**config.mk**
```make
export PLATFORM = sky130hd
export DESIGN_NAME = connect4_turn_ctrl
export DESIGN_NICKNAME = d
export VERILOG_FILES = /design/src/rtl/connect4_turn_ctrl.sv
export SDC_FILE = /design/constraint.sdc
export NUM_CORES = 1
export LEC_CHECK = 0
export ABC_AREA = 0
export BUFFER_PORTS_ARGS = -buffer_cell sky130_fd_sc_hd__buf_4
export CAP_MARGIN = 5
export CORE_AREA = 3 3 125 127
export CTS_CLUSTER_DIAMETER = 200
export DETAILED_ROUTE_END_ITERATION = 8
export DIE_AREA = 0 0 128 130
export PLACE_DENSITY = 0.62
export SYNTH_ARGS = -nofsm -noshare
export SYNTH_HDL_FRONTEND = slang
export SYNTH_SLANG_ARGS = --single-unit
```
**constraint.sdc**
```tcl
create_clock -name clk -period 4.2 [get_ports clk]
set_clock_uncertainty 0.15 [all_clocks]
set_input_delay 0 -clock clk [delete_from_list [all_inputs] [get_ports clk]]
set_output_delay 0 -clock clk [all_outputs]
set_load 0.01 [all_outputs]
```
**src/rtl/connect4_turn_ctrl.sv**
```systemverilog
// Connect Four turn sequencer: scans the requested column bottom-up, places the
// current player's chip, strobes the win checker, then resolves win/draw/next turn.
module connect4_turn_ctrl #(
    parameter int   ROWS         = 6,
    parameter int   COLS         = 7,
    parameter logic FIRST_PLAYER = 1'b0
) (
    input  logic                 clk,
    input  logic                 resetn,
    input  logic [2:0]           col_sel,
    input  logic                 drop,
    input  logic                 new_game,
    input  logic                 red_win_in,
    input  logic                 yellow_win_in,
    output logic [ROWS*COLS-1:0] red,
    output logic [ROWS*COLS-1:0] yellow,
    output logic                 check_red,
    output logic                 check_yellow,
    output logic                 clr_n,
    output logic                 turn,
    output logic                 drop_ack,
    output logic                 drop_rej,
    output logic [5:0]           last_pos,
    output logic [5:0]           move_count,
    output logic                 game_over,
    output logic [1:0]           winner,
    output logic                 draw
);

    localparam int               N        = ROWS * COLS;
    localparam int               ROW_W    = (ROWS > 1) ? $clog2(ROWS) : 1;
    localparam logic [5:0]       CELLS    = 6'(N);
    localparam logic [5:0]       COLS_W6  = 6'(COLS);
    localparam logic [2:0]       COLS_W3  = 3'(COLS);
    localparam logic [ROW_W-1:0] ROW_BOT  = ROW_W'(ROWS - 1);
    localparam logic [ROW_W-1:0] ROW_TOP  = ROW_W'(0);

    typedef enum logic [2:0] {
        S_IDLE  = 3'd0,
        S_FIND  = 3'd1,
        S_CHECK = 3'd2,
        S_EVAL  = 3'd3,
        S_OVER  = 3'd4
    } state_e;

    function automatic logic [5:0] cell_index(input logic [ROW_W-1:0] row,
                                              input logic [2:0]       col);
        return 6'(row) * COLS_W6 + 6'(col);
    endfunction

    state_e            state_q, state_d;
    logic [N-1:0]      red_q, red_d;
    logic [N-1:0]      yellow_q, yellow_d;
    logic              turn_q, turn_d;
    logic [2:0]        col_q, col_d;
    logic [ROW_W-1:0]  scan_row_q, scan_row_d;
    logic [5:0]        last_pos_q, last_pos_d;
    logic [5:0]        move_count_q, move_count_d;
    logic [1:0]        winner_q, winner_d;
    logic              draw_q, draw_d;
    logic              game_over_q, game_over_d;
    logic              check_red_q, check_red_d;
    logic              check_yellow_q, check_yellow_d;
    logic              drop_ack_q, drop_ack_d;
    logic              drop_rej_q, drop_rej_d;

    logic [5:0]        scan_idx_s;
    logic              cell_occ_s;
    logic              col_ok_s;
    logic              win_flag_s;

    assign scan_idx_s = cell_index(scan_row_q, col_q);
    assign cell_occ_s = red_q[scan_idx_s] | yellow_q[scan_idx_s];
    assign col_ok_s   = (col_sel < COLS_W3);
    assign win_flag_s = turn_q ? yellow_win_in : red_win_in;

    // State register
    always_ff @(posedge clk or negedge resetn) begin
        if (!resetn) begin
            state_q <= S_IDLE;
        end else begin
            state_q <= state_d;
        end
    end

    // Next-state logic; new_game overrides any move in flight
    always_comb begin
        state_d = state_q;
        if (new_game) begin
            state_d = S_IDLE;
        end else begin
            case (state_q)
                S_IDLE: begin
                    if (drop && col_ok_s) begin
                        state_d = S_FIND;
                    end else begin
                        state_d = S_IDLE;
                    end
                end
                S_FIND: begin
                    if (!cell_occ_s) begin
                        state_d = S_CHECK;
                    end else if (scan_row_q == ROW_TOP) begin
                        state_d = S_IDLE;
                    end else begin
                        state_d = S_FIND;
                    end
                end
                S_CHECK: state_d = S_EVAL;
                S_EVAL: begin
                    if (win_flag_s || (move_count_q == CELLS)) begin
                        state_d = S_OVER;
                    end else begin
                        state_d = S_IDLE;
                    end
                end
                S_OVER:  state_d = S_OVER;
                default: state_d = S_IDLE;
            endcase
        end
    end

    // Board, bookkeeping and output-pulse next values
    always_comb begin
        red_d          = red_q;
        yellow_d       = yellow_q;
        turn_d         = turn_q;
        col_d          = col_q;
        scan_row_d     = scan_row_q;
        last_pos_d     = last_pos_q;
        move_count_d   = move_count_q;
        winner_d       = winner_q;
        draw_d         = draw_q;
        check_red_d    = 1'b0;
        check_yellow_d = 1'b0;
        drop_ack_d     = 1'b0;
        drop_rej_d     = 1'b0;
        if (new_game) begin
            red_d        = '0;
            yellow_d     = '0;
            turn_d       = FIRST_PLAYER;
            col_d        = 3'd0;
            scan_row_d   = ROW_TOP;
            last_pos_d   = 6'd0;
            move_count_d = 6'd0;
            winner_d     = 2'b00;
            draw_d       = 1'b0;
        end else begin
            case (state_q)
                S_IDLE: begin
                    if (drop && col_ok_s) begin
                        col_d      = col_sel;
                        scan_row_d = ROW_BOT;
                    end else if (drop) begin
                        drop_rej_d = 1'b1;
                    end else begin
                        col_d = col_q;
                    end
                end
                S_FIND: begin
                    // The check strobe and ack are launched here so they are
                    // registered and coincide exactly with the CHECK state.
                    if (!cell_occ_s) begin
                        if (turn_q) begin
                            yellow_d[scan_idx_s] = 1'b1;
                        end else begin
                            red_d[scan_idx_s] = 1'b1;
                        end
                        last_pos_d     = scan_idx_s;
                        move_count_d   = move_count_q + 6'd1;
                        check_red_d    = ~turn_q;
                        check_yellow_d = turn_q;
                        drop_ack_d     = 1'b1;
                    end else if (scan_row_q == ROW_TOP) begin
                        drop_rej_d = 1'b1;
                    end else begin
                        scan_row_d = scan_row_q - ROW_W'(1);
                    end
                end
                S_EVAL: begin
                    if (win_flag_s) begin
                        winner_d = turn_q ? 2'b10 : 2'b01;
                    end else if (move_count_q == CELLS) begin
                        draw_d = 1'b1;
                    end else begin
                        turn_d = ~turn_q;
                    end
                end
                default: begin
                    turn_d = turn_q;
                end
            endcase
        end
        game_over_d = (state_d == S_OVER);
    end

    // Board and output registers
    always_ff @(posedge clk or negedge resetn) begin
        if (!resetn) begin
            red_q          <= '0;
            yellow_q       <= '0;
            turn_q         <= FIRST_PLAYER;
            col_q          <= 3'd0;
            scan_row_q     <= ROW_TOP;
            last_pos_q     <= 6'd0;
            move_count_q   <= 6'd0;
            winner_q       <= 2'b00;
            draw_q         <= 1'b0;
            game_over_q    <= 1'b0;
            check_red_q    <= 1'b0;
            check_yellow_q <= 1'b0;
            drop_ack_q     <= 1'b0;
            drop_rej_q     <= 1'b0;
        end else begin
            red_q          <= red_d;
            yellow_q       <= yellow_d;
            turn_q         <= turn_d;
            col_q          <= col_d;
            scan_row_q     <= scan_row_d;
            last_pos_q     <= last_pos_d;
            move_count_q   <= move_count_d;
            winner_q       <= winner_d;
            draw_q         <= draw_d;
            game_over_q    <= game_over_d;
            check_red_q    <= check_red_d;
            check_yellow_q <= check_yellow_d;
            drop_ack_q     <= drop_ack_d;
            drop_rej_q     <= drop_rej_d;
        end
    end

    // The checker clear must be low in the very cycle new_game is sampled.
    assign clr_n        = ~new_game;
    assign red          = red_q;
    assign yellow       = yellow_q;
    assign turn         = turn_q;
    assign last_pos     = last_pos_q;
    assign move_count   = move_count_q;
    assign winner       = winner_q;
    assign draw         = draw_q;
    assign game_over    = game_over_q;
    assign check_red    = check_red_q;
    assign check_yellow = check_yellow_q;
    assign drop_ack     = drop_ack_q;
    assign drop_rej     = drop_rej_q;

endmodule

```
After elaboration in Yosys (flattened, before gate mapping)
Cells that the tools add are included.
Widths: inputs -> output; s select.
{ "word_totals": {"ff_bits": 114, "input_bits": 9, "output_inout_bits": 106, "wordCells": 123} }
{ "classes": {"n_addsub": 3, "multipliers": 1, "magnitude_cmp": 3, "eq_ne": 13, "mux": 62, "bitwise": 5, "reduce_logical": 21} }
{ "op_table": {"columns": ["cell", "n"], "rows": [
  ["$mux 42", 8],
  ["$or 42x42->42", 2],
  ["$mux 6", 6],
  ["$mux 1", 28],
  ["$mux 3", 9],
  ["$pmux 3 s5", 1],
  ["$reduce_bool 2->1", 7],
  ["$bmux 1 s6", 2],
  ["$reduce_and 3->1", 4],
  ["$mux 2", 5],
  ["$ne 3x3->1 const B", 3],
  ["$ne 2x2->1 const B", 4],
  ["$lt 6x7->1 const B", 1],
  ["$add 6x1->6 const B", 1],
  ["$add 6x3->6", 1],
  ["$demux 1 s6", 1],
  ["$eq 3x2->1 const B", 2],
  ["$eq 3x3->1 const B", 2],
  ["$eq 6x6->1 const B", 1],
  ["$ge 6x1->1 const B", 1],
  ["$logic_not 3->1", 2],
  ["$mul 3x3->6 const B", 1],
  ["$pmux 3 s2", 1],
  ["$reduce_and 2->1", 3],
  ["10 further kinds", 12]
]} }

Depth between registers and ports, before layout
{ "depth": {"depth_word": 11, "mapped_depth": 17} }

Worst setup path after synthesis
No wires, ideal clock.
{ "synth_timing": {"path_kind": "register to register", "from": "register scan_row_q[1]", "to": "register scan_row_q[2]", "setup_time_ps": 122, "arrival_ps": 3977, "t_required_ps": 3928, "setup_slack_ps": -49, "path_stages_with_launch": 12, "path_buffers": 2, "path_cell_list": "dfrtp_1 fa_1 fa_1 fa_1 buf_2 mux4_2 mux2i_1 o22ai_1 and3_1 buf_2 or3_1 a2111oi_1"} }
{ "synth_via": {"elab_chain_len": 7, "word_cells_on_any_way": 16} }
{ "synth_rtl": {"columns": ["element", "line_no", "source"], "rows": [
  ["start: declaration", "56", "logic [ROW_W-1:0] scan_row_q, scan_row_d;"],
  ["start signal: assignment", "219", "scan_row_q <= scan_row_d;"],
  ["$mul 3x3->6", "48", "return 6'(row) * COLS_W6 + 6'(col);"],
  ["$add 6x3->6", "48", null],
  ["$bmux 1 s6", "73", "assign cell_occ_s = red_q[scan_idx_s] | yellow_q[scan_idx_s];"],
  ["$mux 1 (not written as such)", "73", null],
  ["$or 1x1->1", "73", null],
  ["$ne 3x3->1 (no line)", null, null],
  ["$reduce_and 4->1 (no line)", null, null]
]} }
Several ways; a longest one is shown, not always the timed one. The select of a mux whose other input is x is not followed.
A chain may end at the register's enable or synchronous reset.

Worst setup path after layout
{ "layout_timing": {"from": "register scan_row_q[2]", "to": "register move_count_q[3], in the netlist move_count[3]"} }
{ "layout_via": {"elab_chain_len": 7, "word_cells_on_any_way": 9} }
{ "layout_rtl": {"columns": ["element", "line_no", "source"], "rows": [
  ["$mul 3x3->6 *", "48", null],
  ["$add 6x3->6 *", "48", null],
  ["$bmux 1 s6", "73", null],
  ["$mux 1 (not written as such)", "73", null],
  ["$or 1x1->1 *", "73", null],
  ["$ne 2x2->1 (no line) *", null, null],
  ["$reduce_and 2->1 (no line) *", null, null],
  ["end signal: assignment", "221", "move_count_q <= move_count_d;"],
  ["end: declaration", "58", "logic [5:0] move_count_q, move_count_d;"]
]} }
Every way passes the cells marked *; elsewhere a longest branch is shown, timed or not. The select of a mux whose other input is x is not followed.

==> metrics.yaml <==
hp-start: "new_game"
critPathRequiredTime_ns: 4.37
period_share_pct: 106.1
ys.flop_type: "dfrtp_1"
synth_edf_count: 0
cp_top_family: "adder cells"
multi_input_area_um2: 3158
startpoint: "scan_row_q[2]"
register_area_um2: 2853
intPower_mw: 4.671
vias_per_cell: 5.966
synth_nets: 590
finalMaxSlewViolations: 0
postRouteAntennaNets: 0
leakage_nw: 4.020
drv_cap: 0
grt_pass1_vias: 5594
clk_pin_slew_ns: 0.06
routed_wl_mm: 21.42
die_area_um2: 16640
setup_viol: 104
cpMostUsedCell: "fa_1"
io_buffer_count: 114
drt_first_pass_iters: 6
violations: "negative setup slack"
async_flop_share_pct: 100.0
htree_levels: 4
period_minus_slack_ns: 4.454
synth_top_area_share_pct: 48.75
p_per_area_nw_per_um2: 907.4
slowest_delay_ns: 0.57
mostFrequentLayoutCells: "buf_4, dfrtp_1, nor2_1, a21oi_1, inv_1"
ys.warnings.count: 0
pwr-share-seq_pct: 16.1
hold_viol: 0
nets: 779
status: "complete, but fails checks"
rsz0062_at_grt: "yes"
tightest_slew_ns: 1.060
slowest_stage: "fa_1"
ios: 115
p_sw_share_pct: 42.63
crit_chain: "fa_1 > fa_1 > fa_1 > buf_12 > buf_4 > mux4_2 > mux2i_2 > nand3_1 > a311oi_2 > a21o_4 > buf_12 > o2111ai_4 > mux2_4"
finalSetupTns_ns: -17.02
final_common_cell: "buf_4"
critPathCaptureType: "flip-flop"
die_h_um: 130
clock_sinks: 114
diodes: 0
die_width_um: 128
initial_core_util_pct: 40.26
syn_area_per_cell_um2: 10.39
tritoncts: "done"
pwr-share-comb_pct: 64.8
first_iter_violations: 571
grt_max_degree: 81
synth.area.top_cells: "dfrtp_1, o2bb2ai_1, a21oi_1, nor2_1, ha_1"
setup_ws_ns: -0.2543
syn_inst: 563
holdCritPathClass: "in2reg"
max-clock-path-buffers: 2
antenna_found_initial: 0
utilization_pct: 61.74
drc: 0
synth_area_leader_cell: "dfrtp_1"
fmax_mhz: 224.5
startpoint_type: "flip-flop"
worst-path-buf-inv: 3
overflow: 0
clk_latency_ns: 0.43
vias: 5662
area_growth_pct: 53.35
cp.arrival_ns: 4.62
n_fill_cell: 1129
gp_congestion: 0.8653
drive_gt1_share_pct: 42.88
r2r_start: "scan_row_q[2]"
ir_worst_vdd_mv: 0.5378
root_buffer: "clkbuf_16"
rows: 44
worstSetupPathType: "reg2reg"
ys_ff_latch: 114
ys_seq_area_share_pct: 48.75
dp_hpwl_mm: 13.27
grt_usage_pct: 24.14
wl_per_cell_um: 22.57
max-slew-margin-rel_pct: 29.36
numCtsBuffers: 17
coreArea_um2: 14530
cp_max_fo: 8
switchingPower_mw: 3.471
pwr-share-clk_pct: 19.1
grt_pass1_wl_mm: 30.83
synthDistinctLibCells: 60
synth_area_um2: 5852
==> flip-flops by register name (all words and copies together) (netlist names) <==
register,count
red,42
yellow,42
last_pos,6
move_count,6
col_q,3
scan_row_q,3
state_q,3
winner,2
check_red,1
check_yellow,1
draw,1
drop_ack,1
drop_rej,1
game_over,1
turn,1
==> cell type report <==
type,instances,area share [%]
flip-flops and latches,114,31.79
clock inverters,15,2.301
inverters,36,1.548
clock buffers,17,4.741
multi-input cells,366,35.19
well taps,184,2.566
repair buffers,217,21.86
==> Yosys cell counts (5+ instances only) <==
master	n
dfrtp_1	114
nor2_1	50
a21oi_1	44
o2bb2ai_1	41
inv_1	34
nand2_1	21
clkbuf_1	20
o2111ai_1	18
a31oi_1	17
nor3_1	17
buf_2	16
o211ai_1	15
ha_1	14
mux2i_1	10
o21ai_0	10
mux2_2	8
nand3_1	7
nor2b_1	7
nor4_1	6
or3_1	6
mux4_2	5
==> power groups by stage <==
| stage | clock, mW | combinational, mW | sequential [mW] |
|---|---|---|---|
| after global routing | 1.63 | 5.48 | 1.32 |
| after floorplan | 0 | 1.89 | 1.33 |
| after detailed placement | 0 | 3.44 | 1.32 |
| after global placement | 0 | 3.36 | 1.31 |
| final | 1.56 | 5.27 | 1.31 |
| after CTS | 1.56 | 4.27 | 1.31 |
==> per-layer routing <==
layer  track usage [%]  vias to the layer above  part of all wire (%)
met3             6.099                       63                   7.4
li1                  -                     2478                     -
met4             10.67                        0                   2.8
met2             38.26                      273                    50
met5                 0                        -                     0
met1             31.51                     2848                    40
==> kinds of logic after synthesis <==
kind of cell / count (synthesis) / synth area share, %
adders and majority gates: 18 / 4.362
and+or+nand+nor: 140 / 11.80
xor gates and xnor gates: 5 / 0.7485
DFF: 114 / 48.75
AOI/OAI and AO/OA: 175 / 21.77
muxes: 28 / 6.201
buffers and inverters: 83 / 6.371
==> metrics by stage <==
step	cell area [um^2]	std cells	worst slack [ns]	power, mW	hold slack [ns]
after floorplan	5854	563	0.01824	3.223	-0.4456
after global placement	7162	867	-0.4532	4.679	0.08977
after detailed placement	7162	867	-0.5878	4.754	0.09644
after CTS	8388	931	-0.1953	7.132	0.04263
after global routing	8974	949	-0.3623	8.434	0.08976
final	8974	949	-0.2543	8.143	0.03523
==> worst paths after layout <==
check,end,slack [ns],depth (start not counted)
max,move_count[3],-0.25,13
min,red[4],0.04,2
max reg2reg,move_count[3],-0.25,13
max in group asynchronous,yellow[38],2.68,3
min in group asynchronous,yellow[30],0.14,2
min reg2reg,draw,0.36,2
==> worst reg2reg max path, cell delays in order (launching register included) <==
cell and delay (ns):
dfrtp_1 0.40, fa_1 0.57, fa_1 0.45, fa_1 0.55, buf_12 0.15, buf_4 0.15
mux4_2 0.31, mux2i_2 0.27, nand3_1 0.19, a311oi_2 0.39, a21o_4 0.19, buf_12 0.13
o2111ai_4 0.13, mux2_4 0.32
==> repair_timing <==
action | 4_1_cts | 5_1_grt
gates resized for setup | 51 | 59
pin swaps | 46 | 31
buffers inserted | 23 | 13
hold buffers | 7 | 0
hold endpoints to repair | 86 | 0
gates cloned | 2 | 6
setup endpoints to repair | 94 | 105
(Power assumes the default switching activity.)
